==> config.mk <==
export PLATFORM = sky130hd
export DESIGN_NAME = diff_ctrl
export DESIGN_NICKNAME = d
export VERILOG_FILES = /design/src/rtl/diff_pkg.sv /design/src/rtl/lsb_pick.sv /design/src/rtl/diff_ctrl.sv
export SDC_FILE = /design/constraint.sdc
export NUM_CORES = 1
export LEC_CHECK = 0
export ABC_AREA = 1
export ABC_CLOCK_PERIOD_IN_PS = 2800
export CORE_MARGIN = 5
export CORE_UTILIZATION = 45
export DETAILED_ROUTE_END_ITERATION = 6
export GPL_TIMING_DRIVEN = 0
export PLACE_DENSITY_LB_ADDON = 0.1
export SLEW_MARGIN = 40
export SYNTH_ARGS = -nofsm -noshare
export SYNTH_HDL_FRONTEND = slang
export SYNTH_SLANG_ARGS = --single-unit
==> constraint.sdc <==
create_clock -name clk -period 2.8 [get_ports clk]
set_input_delay 0.56 -clock clk [delete_from_list [all_inputs] [get_ports clk]]
set_output_delay 0.56 -clock clk [all_outputs]
set_load 0.01 [all_outputs]
==> src/rtl/diff_pkg.sv <==
// diff_pkg: shared types and sizing helpers for the DIFF sequencer.
//   No ports; provides state_e, DIFF_WIDTH and cnt_w().
package diff_pkg;
  typedef enum logic [1:0] {IDLE, SCAN, DONE} state_e;
  localparam int DIFF_WIDTH = 32;
  function automatic int cnt_w(input int width, input int chunk);
    return (width / chunk > 1) ? $clog2(width / chunk) : 1;
  endfunction
endpackage

==> src/rtl/lsb_pick.sv <==
// lsb_pick: combinational lowest-set-bit encoder for one CHUNK-bit slice.
//   vec   - slice to search
//   valid - slice has at least one set bit
//   idx   - position of the lowest set bit (0 when none)
module lsb_pick #(
  parameter int CHUNK = 4,
  localparam int IW = (CHUNK > 1) ? $clog2(CHUNK) : 1
) (
  input  logic [CHUNK-1:0] vec,
  output logic             valid,
  output logic [IW-1:0]    idx
);
  assign valid = |vec;
  always_comb begin
    idx = '0;
    for (int i = CHUNK - 1; i >= 0; i--) idx = vec[i] ? IW'(i) : idx;
  end
endmodule

==> src/rtl/diff_ctrl.sv <==
// diff_ctrl: multi-cycle DIFF sequencer; finds the lowest differing bit of two operands.
//   clk, rst_n   - clock, asynchronous active-low reset
//   start, abort - request (taken in IDLE) and pipeline flush
//   in1, in2     - operands, sampled on the accepting edge
//   busy, done   - operation in progress, one-cycle result-valid pulse
//   out, ifequal - lowest differing bit index (0 if equal), equality flag
module diff_ctrl
  import diff_pkg::*;
#(
  parameter int WIDTH = 32,
  parameter int CHUNK = 4
) (
  input  logic                  clk,
  input  logic                  rst_n,
  input  logic                  start,
  input  logic                  abort,
  input  logic [WIDTH-1:0]      in1,
  input  logic [WIDTH-1:0]      in2,
  output logic                  busy,
  output logic                  done,
  output logic [DIFF_WIDTH-1:0] out,
  output logic                  ifequal
);
  localparam int NC = WIDTH / CHUNK;
  localparam int CW = cnt_w(WIDTH, CHUNK);
  localparam int OW = $clog2(WIDTH);
  localparam int IW = (CHUNK > 1) ? $clog2(CHUNK) : 1;
  state_e                state_q, state_d;
  logic [WIDTH-1:0]      xor_q, xor_d;
  logic [CW-1:0]         cnt_q, cnt_d;
  logic [DIFF_WIDTH-1:0] out_q, out_d;
  logic                  ifequal_q, ifequal_d, busy_q, done_q;
  logic [WIDTH-1:0]      xor_in;
  logic [CHUNK-1:0]      slice;
  logic                  valid;
  logic [IW-1:0]         idx;
  logic [OW-1:0]         pos;
  assign xor_in = in1 ^ in2;
  // Chunk 0 is resolved straight from the operands in IDLE, so SCAN starts at
  // chunk 1 and a first difference at bit i completes in floor(i/CHUNK)+1 cycles.
  assign slice = (state_q == IDLE) ? xor_in[CHUNK-1:0] : xor_q[int'(cnt_q) * CHUNK +: CHUNK];
  assign pos = OW'(((state_q == IDLE) ? 0 : int'(cnt_q)) * CHUNK + int'(idx));
  lsb_pick #(.CHUNK(CHUNK)) u_pick (.vec(slice), .valid(valid), .idx(idx));
  always_comb begin
    state_d   = state_q;
    xor_d     = xor_q;
    cnt_d     = cnt_q;
    out_d     = out_q;
    ifequal_d = ifequal_q;
    if (abort) state_d = IDLE;
    else case (state_q)
      IDLE: if (start) begin
        if (xor_in == '0) begin
          state_d   = DONE;
          out_d     = '0;
          ifequal_d = 1'b1;
        end else if (valid) begin
          state_d   = DONE;
          out_d     = DIFF_WIDTH'(pos);
          ifequal_d = 1'b0;
        end else begin
          state_d = SCAN;
          xor_d   = xor_in;
          cnt_d   = CW'(1);
        end
      end
      SCAN: if (valid) begin
        state_d   = DONE;
        out_d     = DIFF_WIDTH'(pos);
        ifequal_d = 1'b0;
      end else if (cnt_q == CW'(NC - 1)) begin
        // Unreachable with a nonzero xor_q; kept so the FSM can never run away.
        state_d   = DONE;
        out_d     = '0;
        ifequal_d = 1'b1;
      end else cnt_d = cnt_q + CW'(1);
      default: state_d = IDLE;
    endcase
  end
  always_ff @(posedge clk or negedge rst_n) begin
    if (!rst_n) begin
      state_q   <= IDLE;
      xor_q     <= '0;
      cnt_q     <= '0;
      out_q     <= '0;
      ifequal_q <= 1'b0;
      busy_q    <= 1'b0;
      done_q    <= 1'b0;
    end else begin
      state_q   <= state_d;
      xor_q     <= xor_d;
      cnt_q     <= cnt_d;
      out_q     <= out_d;
      ifequal_q <= ifequal_d;
      busy_q    <= state_d != IDLE;
      done_q    <= state_d == DONE;
    end
  end
  assign busy    = busy_q;
  assign done    = done_q;
  assign out     = out_q;
  assign ifequal = ifequal_q;
endmodule

==> reports/metrics.csv <==
metric,value,unit
Post-Synth Adder-Cell Area,0.00745,
"most used cell, CP",nand2_1,
Synth area leaders,"dfrtp_1 (34%), nand2_1 (18%), inv_1 (8.5%)",
CP bufs+invs,1,
post-synthesis xor/xnor area fraction,0.0287,
"Seq/Total Area, Yosys",0.335,
reg2reg path depth,13,
"count leader, synth",nand2_1,
final setup skew,8.01,ps
Worst path max stage delay,410,ps
placement row count,31,
"area leader, netlist",dfrtp_1,
Overflow after GRT,0,
Fin. Hold Viols,0,
"Hold-fix buffers, CTS",0,
ys async rst share,1.00,
crit start category,input pin,
chip height,96.4,um
DR WL/cell,11.2,um
Die ar.,9290,um^2
Main synth FF type,dfrtp_1,
Worst Path Required,3040,ps
vias per cell,4.49,
setup repair bufs after CTS,0,
root buffer cell,clkbuf_8,
compound-cell area share of the yosys netlist,0.0812,
leakage power,2.44,nW
core area,7250,um^2
Total Neg Setup Slack,0,ps
Routed WL,7.64,mm
unrepaired setup endpoints after global routing,no,
IO Count,103,
initial antenna violation count,0,
Overall Global Routing Usage,0.176,
Placer Congestion,0.945,
Ys Warns,0,
Crit Path Category,in2reg,
Yosys reg bits,45,
post-layout min period,2270,ps
CTS max path bufs,2,
post-synthesis simple-gate area fraction,0.363,
Post-Syn Area,3360,um^2
Area growth syn-to-layout,33.4,%
worst skew pair latency,300,ps
Post-Syn Area per Cell,7.12,um^2
critical-path cell list,clkdlybuf4s50_1 -> xnor2_1 -> nand2_1 -> nor2_1 -> nand2_1 -> nor2_1 -> nand2_1 -> nand3_1 -> nand3_1 -> nand2_1 -> nand3_1 -> nand2_1,
Pwr Density,571,nW/um^2
Netlist cell types,27,
first-pass GRT wire length,12.9,mm
DR vias,3057,
Synth top area share,0.335,
fin crit share,0.812,
largest net degree at the start of global routing,31,
Final #Nets,651,
DRT Pass-1 Iters,5,
CTS tree,yes,
Slew Limit Fails,0,
Max-Cap Viols,0,
# setup viols final,0,
dpl hpwl,6.19,mm
# H-tree levels,2,
Clock transition at path regs,90,ps
Worst Path Max Fanout,6,
Hold Slack,103,ps
HP Class,in2async,
critical path capture point type,register,
Mapped Cells,472,
TritonCTS Sinks,45,
number of global-route vias before repair,2922,
status,"finished, final reports clean",
initial core utilization,0.463,
Synth top cells by count,"nand2_1 (158), inv_1 (76), dfrtp_1 (45), nand3_1 (40), nand2_2 (30)",
worst ir drop on vdd,0.285,mV
crit path max-delay cell type,clkdlybuf4s50_1,
Post-synth EDFFs,0,
Max Freq,0.440,GHz
antenna cells,0,
Iteration-0 DRC Markers,92,
CP arrival,2510,ps
Final ANT Viol Nets,0,
stages on the worst setup path,12,
largest family of logic cells by synthesized area,simple AND/OR/NAND/NOR gates,
cell family with most CP delay,simple AND/OR/NAND/NOR gates,
# port buffers,75,
share of layout cells above drive strength 1,0.208,
cts bufs inserted,5,
CTS resizes,0,
DR DRC count,0,
die width,96.4,um
mux contribution to synthesized area,0,
metrics by stage:
| stage | instance area, um^2 | power, W | utilization | setup slack [ps] | cells |
|---|---|---|---|---|---|
| after floorplan | 3460 | 0.00169 | - | 993 | 498 |
| after global placement | 4330 | 0.00197 | 0.597 | -31.1 | 672 |
| after detailed placement | 4350 | 0.00199 | 0.600 | 254 | 673 |
| after CTS | 4480 | 0.00257 | 0.618 | 566 | 681 |
| after global routing | 4480 | 0.00274 | 0.618 | 291 | 681 |
| final | 4480 | 0.00256 | 0.618 | 526 | 681 |
path summary, 6_finish.rpt:
path                       slack, ps            startpoint                    end
setup / recovery                 530                in2[1]     out[0]$_DFFE_PN0P_
max in group asynchronous       2270                 rst_n  xor_q[21]$_DFFE_PN0P_
setup reg to reg                 690  cnt_q[0]$_DFFE_PN0P_     out[0]$_DFFE_PN0P_
hold reg to reg                  480  xor_q[2]$_DFFE_PN0P_   xor_q[2]$_DFFE_PN0P_
hold / removal                   100                 rst_n  xor_q[24]$_DFFE_PN0P_
min in group clk                 480  xor_q[2]$_DFFE_PN0P_   xor_q[2]$_DFFE_PN0P_
registers in the layout, indices dropped and copies added, names as in the netlist:
register,cells
busy,1
cnt_q,3
state_q,2
out,5
xor_q,32
ifequal,1
done,1
cells in the final DEF, fill, tap and decap left out, drive strengths merged:
cell             n
and2             1
a21oi            3
o21bai           1
clkdlybuf4s50   74
nand4            4
inv             78
clkinv           1
conb            27
bufinv           2
xnor2           11
nand3           45
dfrtp           45
o21ai           29
buf             39
or2              1
ha               2
nand2          188
nor2            23
nor3             2
clkbuf           6
cell families after synthesis:
family                   count (synthesis)
AND/OR/NAND/NOR                        264
buffers and inverters                  116
XOR/XNOR                                11
AO/OA/AOI/OAI                           33
other                                    1
adder cells (fa/ha/maj)                  2
flip-flops                              45
routing by layer:
metal,vias up,track usage,share of wire
li1,1597,-,-
met5,-,0,0
met3,9,0.0271,0.057
met1,1359,0.213,0.41
met4,0,0.0561,0.016
met2,92,0.317,0.52
where the power goes:
group / switching (W) / internal [W]
clock network: 0.000232 / 0.000355
registers: 0.000130 / 0.000840
logic: 0.000521 / 0.000483
total: 0.000883 / 0.00168
final cells by class:
class | count | area [um^2]
fill | 697 | 2770
sequential | 45 | 1130
multi-input combinational | 337 | 1710
buffer | 38 | 324
tap | 99 | 124
timing repair buffer | 76 | 768
clock buffer | 5 | 68.8
clock inverter | 3 | 65.1
inverter | 78 | 293
No activity file was read; power rests on OpenSTA's default activity.
